### config.mk
export PLATFORM = sky130hd
export DESIGN_NAME = sram_arbiter
export DESIGN_NICKNAME = d
export VERILOG_FILES = /design/src/rtl/sram_arb_pkg.sv /design/src/rtl/sram_arb_rr.sv /design/src/rtl/sram_arbiter.sv
export SDC_FILE = /design/constraint.sdc
export NUM_CORES = 1
export LEC_CHECK = 0
export CAP_MARGIN = 25
export CORE_AREA = 2 2 96 98
export DETAILED_ROUTE_END_ITERATION = 6
export DIE_AREA = 0 0 98 100
export MAX_ROUTING_LAYER = met4
export PLACE_DENSITY = 0.91
export SYNTH_ARGS = -nofsm -noshare
export SYNTH_HDL_FRONTEND = slang
export SYNTH_SLANG_ARGS = --single-unit
### constraint.sdc
create_clock -name CLK -period 3.5 [get_ports CLK]
set_input_delay 0.7 -clock CLK [delete_from_list [all_inputs] [get_ports CLK]]
set_output_delay 0.7 -clock CLK [all_outputs]
set_load 0.01 [all_outputs]
### src/rtl/sram_arb_pkg.sv
// Shared types and constants for the two-port SRAM arbiter.
package sram_arb_pkg;

  typedef enum logic [1:0] {
    ST_IDLE    = 2'd0,
    ST_ACCESS  = 2'd1,
    ST_RECOVER = 2'd2
  } state_t;

  typedef logic [15:0] data16_t;

  localparam int unsigned WAIT_CYCLES_DEF = 32'd1;

  // Zero the byte lanes whose enable is clear.
  function automatic data16_t mask_lanes(input data16_t d, input logic [1:0] be);
    mask_lanes = {(be[1] ? d[15:8] : 8'h00), (be[0] ? d[7:0] : 8'h00)};
  endfunction

endpackage

### src/rtl/sram_arb_rr.sv
// Two-way grant logic with a last-grant pointer.
// SRAM_ARB_FIXED_PRIO_EN selects fixed priority (port 0 wins) instead of round-robin.
module sram_arb_rr
  import sram_arb_pkg::*;
(
  input  logic       CLK,
  input  logic       reset,
  input  logic       i_en,
  input  logic [1:0] i_req,
  output logic [1:0] o_grant
);

`ifdef SRAM_ARB_FIXED_PRIO_EN
  logic w_unused_clk_rst;
  assign w_unused_clk_rst = CLK ^ reset;

  // Port 0 always wins when both request.
  always_comb begin
    o_grant = 2'b00;
    if (!i_en) begin
      o_grant = 2'b00;
    end else if (i_req[0]) begin
      o_grant = 2'b01;
    end else if (i_req[1]) begin
      o_grant = 2'b10;
    end else begin
      o_grant = 2'b00;
    end
  end
`else
  logic r_last;

  // On a tie, grant the port that did not win last time.
  always_comb begin
    o_grant = 2'b00;
    if (!i_en) begin
      o_grant = 2'b00;
    end else if (i_req == 2'b11) begin
      o_grant = r_last ? 2'b01 : 2'b10;
    end else begin
      o_grant = i_req;
    end
  end

  // Pointer moves only when a request is actually accepted.
  always_ff @(posedge CLK) begin
    if (reset) begin
      r_last <= 1'b1;
    end else if (|o_grant) begin
      r_last <= o_grant[1];
    end else begin
      r_last <= r_last;
    end
  end
`endif

endmodule

### src/rtl/sram_arbiter.sv
// Two-port (CPU/DMA) arbiter driving an asynchronous 16-bit SRAM with registered strobes.
// Build option: SRAM_ARB_FIXED_PRIO_EN gives port 0 fixed priority.
module sram_arbiter
  import sram_arb_pkg::*;
#(
  parameter int unsigned WAIT_CYCLES = WAIT_CYCLES_DEF,
  parameter int unsigned ADDR_W      = 18
) (
  input  logic              CLK,
  input  logic              reset,
  input  logic              p0_req_valid,
  output logic              p0_req_ready,
  input  logic              p0_req_write,
  input  logic [ADDR_W-1:0] p0_req_addr,
  input  logic [15:0]       p0_req_wdata,
  input  logic [1:0]        p0_req_be,
  output logic              p0_rsp_valid,
  output logic [15:0]       p0_rsp_rdata,
  input  logic              p1_req_valid,
  output logic              p1_req_ready,
  input  logic              p1_req_write,
  input  logic [ADDR_W-1:0] p1_req_addr,
  input  logic [15:0]       p1_req_wdata,
  input  logic [1:0]        p1_req_be,
  output logic              p1_rsp_valid,
  output logic [15:0]       p1_rsp_rdata,
  output logic [ADDR_W-1:0] sram_addr,
  output logic [15:0]       sram_dat_write,
  input  logic [15:0]       sram_dat_read,
  output logic              sram_dat_oe,
  output logic              sram_cs_n,
  output logic              sram_we_n,
  output logic              sram_oe_n,
  output logic              sram_ub_n,
  output logic              sram_lb_n
);

  localparam logic [2:0] WAIT_LD = 3'(WAIT_CYCLES);

  state_t            r_state;
  state_t            w_next;
  logic [2:0]        r_cnt;
  logic              r_port;
  logic              r_write;
  logic [1:0]        r_be;
  logic [ADDR_W-1:0] r_addr;
  data16_t           r_wdata;
  logic              r_cs_n, r_we_n, r_oe_n, r_ub_n, r_lb_n, r_dat_oe;
  logic [1:0]        r_rsp_valid;
  data16_t           r_rdata0, r_rdata1;

  logic              w_idle, w_accept, w_sel, w_write;
  logic [1:0]        w_grant, w_be;
  logic [ADDR_W-1:0] w_addr;
  data16_t           w_wdata;

  assign w_idle   = (r_state == ST_IDLE) && !reset;
  assign w_accept = |w_grant;
  assign w_sel    = w_grant[1];
  assign w_write  = w_sel ? p1_req_write : p0_req_write;
  assign w_addr   = w_sel ? p1_req_addr  : p0_req_addr;
  assign w_wdata  = w_sel ? p1_req_wdata : p0_req_wdata;
  assign w_be     = w_sel ? p1_req_be    : p0_req_be;

  sram_arb_rr u_rr (
    .CLK     (CLK),
    .reset   (reset),
    .i_en    (w_idle),
    .i_req   ({p1_req_valid, p0_req_valid}),
    .o_grant (w_grant)
  );

  // State register.
  always_ff @(posedge CLK) begin
    if (reset) begin
      r_state <= ST_IDLE;
    end else begin
      r_state <= w_next;
    end
  end

  // Next-state: one accept, WAIT_CYCLES+1 access cycles, one recovery cycle.
  always_comb begin
    w_next = r_state;
    case (r_state)
      ST_IDLE: begin
        if (w_accept) begin
          w_next = ST_ACCESS;
        end else begin
          w_next = ST_IDLE;
        end
      end
      ST_ACCESS: begin
        if (r_cnt == 3'd0) begin
          w_next = ST_RECOVER;
        end else begin
          w_next = ST_ACCESS;
        end
      end
      ST_RECOVER: w_next = ST_IDLE;
      default:    w_next = ST_IDLE;
    endcase
  end

  // Strobes are loaded on the edge that enters each state so the pads see clean registers.
  always_ff @(posedge CLK) begin
    if (reset) begin
      r_cnt       <= 3'd0;
      r_port      <= 1'b0;
      r_write     <= 1'b0;
      r_be        <= 2'b00;
      r_addr      <= '0;
      r_wdata     <= 16'h0000;
      r_cs_n      <= 1'b1;
      r_we_n      <= 1'b1;
      r_oe_n      <= 1'b1;
      r_ub_n      <= 1'b1;
      r_lb_n      <= 1'b1;
      r_dat_oe    <= 1'b0;
      r_rsp_valid <= 2'b00;
      r_rdata0    <= 16'h0000;
      r_rdata1    <= 16'h0000;
    end else begin
      case (r_state)
        ST_IDLE: begin
          r_rsp_valid <= 2'b00;
          if (w_accept) begin
            r_port   <= w_sel;
            r_write  <= w_write;
            r_be     <= w_be;
            r_cnt    <= WAIT_LD;
            r_addr   <= w_addr;
            r_wdata  <= w_wdata;
            r_cs_n   <= 1'b0;
            r_we_n   <= ~w_write;
            r_oe_n   <= w_write;
            r_ub_n   <= ~w_be[1];
            r_lb_n   <= ~w_be[0];
            r_dat_oe <= w_write;
          end
        end
        ST_ACCESS: begin
          if (r_cnt == 3'd0) begin
            // Release strobes; address, data and dat_oe stay put for hold time.
            r_cs_n      <= 1'b1;
            r_we_n      <= 1'b1;
            r_oe_n      <= 1'b1;
            r_ub_n      <= 1'b1;
            r_lb_n      <= 1'b1;
            r_rsp_valid <= r_port ? 2'b10 : 2'b01;
            if (!r_write && r_port) begin
              r_rdata1 <= mask_lanes(sram_dat_read, r_be);
            end else if (!r_write) begin
              r_rdata0 <= mask_lanes(sram_dat_read, r_be);
            end
          end else begin
            r_cnt <= r_cnt - 3'd1;
          end
        end
        ST_RECOVER: begin
          r_rsp_valid <= 2'b00;
          r_dat_oe    <= 1'b0;
        end
        default: begin
          r_cs_n      <= 1'b1;
          r_we_n      <= 1'b1;
          r_oe_n      <= 1'b1;
          r_ub_n      <= 1'b1;
          r_lb_n      <= 1'b1;
          r_dat_oe    <= 1'b0;
          r_rsp_valid <= 2'b00;
        end
      endcase
    end
  end

  assign p0_req_ready   = w_grant[0];
  assign p1_req_ready   = w_grant[1];
  assign p0_rsp_valid   = r_rsp_valid[0];
  assign p1_rsp_valid   = r_rsp_valid[1];
  assign p0_rsp_rdata   = r_rdata0;
  assign p1_rsp_rdata   = r_rdata1;
  assign sram_addr      = r_addr;
  assign sram_dat_write = r_wdata;
  assign sram_dat_oe    = r_dat_oe;
  assign sram_cs_n      = r_cs_n;
  assign sram_we_n      = r_we_n;
  assign sram_oe_n      = r_oe_n;
  assign sram_ub_n      = r_ub_n;
  assign sram_lb_n      = r_lb_n;

endmodule

==> flow_summary.json <==
{
  "instance_area_at_placement_um2": 5503,
  "buffer_ports.inserted": 169,
  "timing_max_transition_violations_final": 0,
  "clock_path_buffers": 2,
  "critical_path_arrival_ns": 2.58,
  "setup_repair_after_global_routing_missed_its_margin": "no",
  "grt_first_pass_wirelength_um": 19550,
  "post_route_cells_drive_above_1_share_pct": 6.768,
  "core.rowCount": 35,
  "timing.critical_path.fanout_max": 6,
  "multi_input_area_um2": 1871,
  "grt_busiest_layer": "met2",
  "insertion_delay_ns": 0.35,
  "firstDrtPassIters": 6,
  "post_cts_hold_buffer_count": 0,
  "postSynth.asyncResetShare_pct": 0,
  "pwr_density_cell_nw_per_um2": 410.9,
  "routed_wirelength_um": 12260,
  "cts.sink_count": 84,
  "maxClockFrequency_ghz": 0.3051,
  "hp-start": "sram_oe_n",
  "seq_area_um2": 1682,
  "cp_max_stage_cell": "sky130_fd_sc_hd__clkdlybuf4s50_1",
  "die_w_um": 98,
  "yosysSeqAreaShare_pct": 44.11,
  "clk_pin_slew_ns": 0.08,
  "totalNegativeSetupSlack_ns": 0,
  "mappedNetlistArea_um2": 3812,
  "numCtsBuffers": 9,
  "vias_per_cell": 6.068,
  "worst_path_required_ns": 2.80,
  "detailroute.via_count": 4260,
  "timing.rr.start": "r_state[0]",
  "syn_to_final_growth_pct": 50.05,
  "max-slew-margin-rel_pct": 34.46,
  "static_power_due_to_leakage_nw": 1.897,
  "grtUsageMet3_pct": 6.128,
  "num-nets-final": 682,
  "timing.critical_path.max_delay_family": "buffers and inverters",
  "final_hpwl_from_detailed_placement_um": 8335,
  "die-area_um2": 9800,
  "netlist_instances": 451,
  "cp_cell_sequence": "clkdlybuf4s50_1, or3b_2, nor3_1, clkdlybuf4s50_1",
  "critPathCaptureType": "primary output",
  "grt_overflow": 0,
  "timing.max_cap.violations": 0,
  "starting_density_pct": 42.89,
  "crit_top_cell": "sky130_fd_sc_hd__clkdlybuf4s50_1",
  "period_minus_slack_ns": 3.278,
  "synth.ff_latch_count": 84,
  "place.gp.congestion": 0.8200,
  "hold_path.class": "flop to flop",
  "final_area_um2": 5720,
  "globalRouteTotalUtil_pct": 25.05,
  "crit_start": "p0_req_valid",
  "worst_hold_slack_ns": 0.4536,
  "run_status": "completed",
  "postSynth.topFlopCell": "sky130_fd_sc_hd__dfxtp_1",
  "ant_nets": 0,
  "placedCellCount": 685,
  "worst_clock_skew_ns": 0.007617,
  "drt-initial-drc-count": 230,
  "mappedNetlistNets": 547,
  "worstMarginPinSlew_ns": 0.9808,
  "final-setup-viol-count": 0,
  "gr-usage-met2_pct": 41.57,
  "cts_repair_resize_count": 0,
  "nFillCells": 734,
  "crit_type": "input port to primary output",
  "timing.final.crit_share_pct": 93.65,
  "routed_wire_length_per_instance_um": 17.46,
  "cts.htree.levels": 3,
  "cts_tree": "done",
  "synth.distinct_cells": 40,
  "finalNonFillerCells": 702,
  "setup.worst_path.start_class": "input port",
  "synth.yosys.warnings": 0,
  "critPathMaxStageDelay_ns": 0.59,
  "post_cts_buffers": 0,
  "antenna_found_initial": 0,
  "clockRootBuffer": "sky130_fd_sc_hd__clkbuf_8",
  "die_h_um": 100,
  "groute.layer.met1.usage_pct": 29.72,
  "grt_start_max_net_pins": 52,
  "antenna_cells_inserted": 0,
  "worst-path-buf-inv": 2,
  "core_um2": 8890,
  "grt_pass1_vias": 4042,
  "post-route-drc-count": 0,
  "floorplan.io_pins": 170,
  "finalHoldViolCount": 0,
  "power.ir.vdd_worst_uv": 246.4,
  "synth_edf_count": 0,
  "synth_area_per_cell_um2": 8.453,
  "power.total_w": 0.002351
}
Yosys cell counts, types with 4 or more instances:
cell type                  count  area share [%]
sky130_fd_sc_hd__dfxtp_1      84              44
sky130_fd_sc_hd__a21oi_1      73             9.6
sky130_fd_sc_hd__o21ai_0      58             7.6
sky130_fd_sc_hd__clkbuf_1     43             4.2
sky130_fd_sc_hd__a311oi_1     37             8.5
sky130_fd_sc_hd__nand3_1      37             4.9
sky130_fd_sc_hd__nand4_1      32             5.3
sky130_fd_sc_hd__o21ai_1      12             1.6
sky130_fd_sc_hd__inv_1         8            0.79
sky130_fd_sc_hd__buf_2         6            0.79
sky130_fd_sc_hd__nor2_1        6            0.59
sky130_fd_sc_hd__buf_6         4             1.2
sky130_fd_sc_hd__nand2b_1      4            0.66
final timing paths:
| kind | slack, ns | depth (start not counted) | to |
|---|---|---|---|
| worst min-delay path | 0.45 | 2 | sram_oe_n |
| worst min register to register | 0.45 | 2 | sram_oe_n |
| worst max register to register | 1.46 | 4 | sram_dat_oe |
| worst max-delay path | 0.22 | 4 | p0_req_ready |
layer usage:
layer,wire length [um],vias to the layer above,part of all wire (%)
met4,227,0,1.9
met5,0,-,0
met2,5973,229,49
met1,4820,2016,39
met3,1239,23,10
li1,-,1992,-
kinds of logic after synthesis:
kind of cell | synth area share, %
AO/OA/AOI/OAI | 32.39
AND/OR/NAND/NOR | 15.36
flip-flops | 44.11
buffers and inverters | 7.483
adder cells (fa/ha/maj) | 0.6563
final cells by class:
cell class | instances | share of cell area [%]
Tap cell | 111 | 2.428
Clock buffer | 12 | 2.712
Timing Repair Buffer | 181 | 31.41
Multi-Input combinational cell | 302 | 32.70
Sequential cell | 84 | 29.40
Inverter | 8 | 0.5249
Clock inverter | 4 | 0.8311
cell usage in the layout, fill, tap and decap left out, drive strengths merged, types with 3 or more instances in the layout:
cell / netlist / final
clkdlybuf4s50: 0 / 168
dfxtp: 84 / 84
a21oi: 73 / 73
o21ai: 70 / 70
nand3: 37 / 37
a311oi: 37 / 37
nand4: 32 / 32
buf: 14 / 13
clkbuf: 43 / 12
inv: 8 / 8
nor2: 6 / 6
nand2b: 4 / 4
or3b: 3 / 3
nor3: 3 / 3
nand2: 3 / 3
o2111a: 3 / 3
nor3b: 3 / 3
flip-flops by register name (all words and copies together) (netlist names):
signal          cells
r_rsp_valid         2
u_rr.r_last         1
sram_lb_n           1
r_port              1
p1_rsp_rdata       16
sram_ub_n           1
sram_cs_n           1
r_write             1
sram_addr          18
r_state             2
sram_we_n           1
sram_dat_write     16
sram_oe_n           1
r_be                2
sram_dat_oe         1
r_cnt               3
p0_rsp_rdata       16
metrics by stage:
| step | utilization, % | setup slack (ns) |
|---|---|---|
| after floorplan | - | 1.167 |
| after global placement | 61.90 | 0.2765 |
| after detailed placement | 61.90 | 0.2174 |
| after CTS | 64.18 | 0.2166 |
| after global routing | 64.35 | 0.1523 |
| final | 64.35 | 0.2223 |
worst register-to-register path, cell delays in order, from the launching register on:
cell and delay [ns]:
sky130_fd_sc_hd__dfxtp_1 0.47, sky130_fd_sc_hd__or4b_4 0.60, sky130_fd_sc_hd__buf_4 0.26, sky130_fd_sc_hd__o2111a_1 0.32, sky130_fd_sc_hd__a311o_1 0.27
report_power, final:
group | total [W] | internal, W | switching (W)
Combinational | 0.000575 | 0.000283 | 0.000293
Clock | 0.000706 | 0.000367 | 0.000339
Sequential | 0.00107 | 0.00102 | 0.0000518
Total | 0.00235 | 0.00167 | 0.000684
No activity file was read; power rests on OpenSTA's default activity.
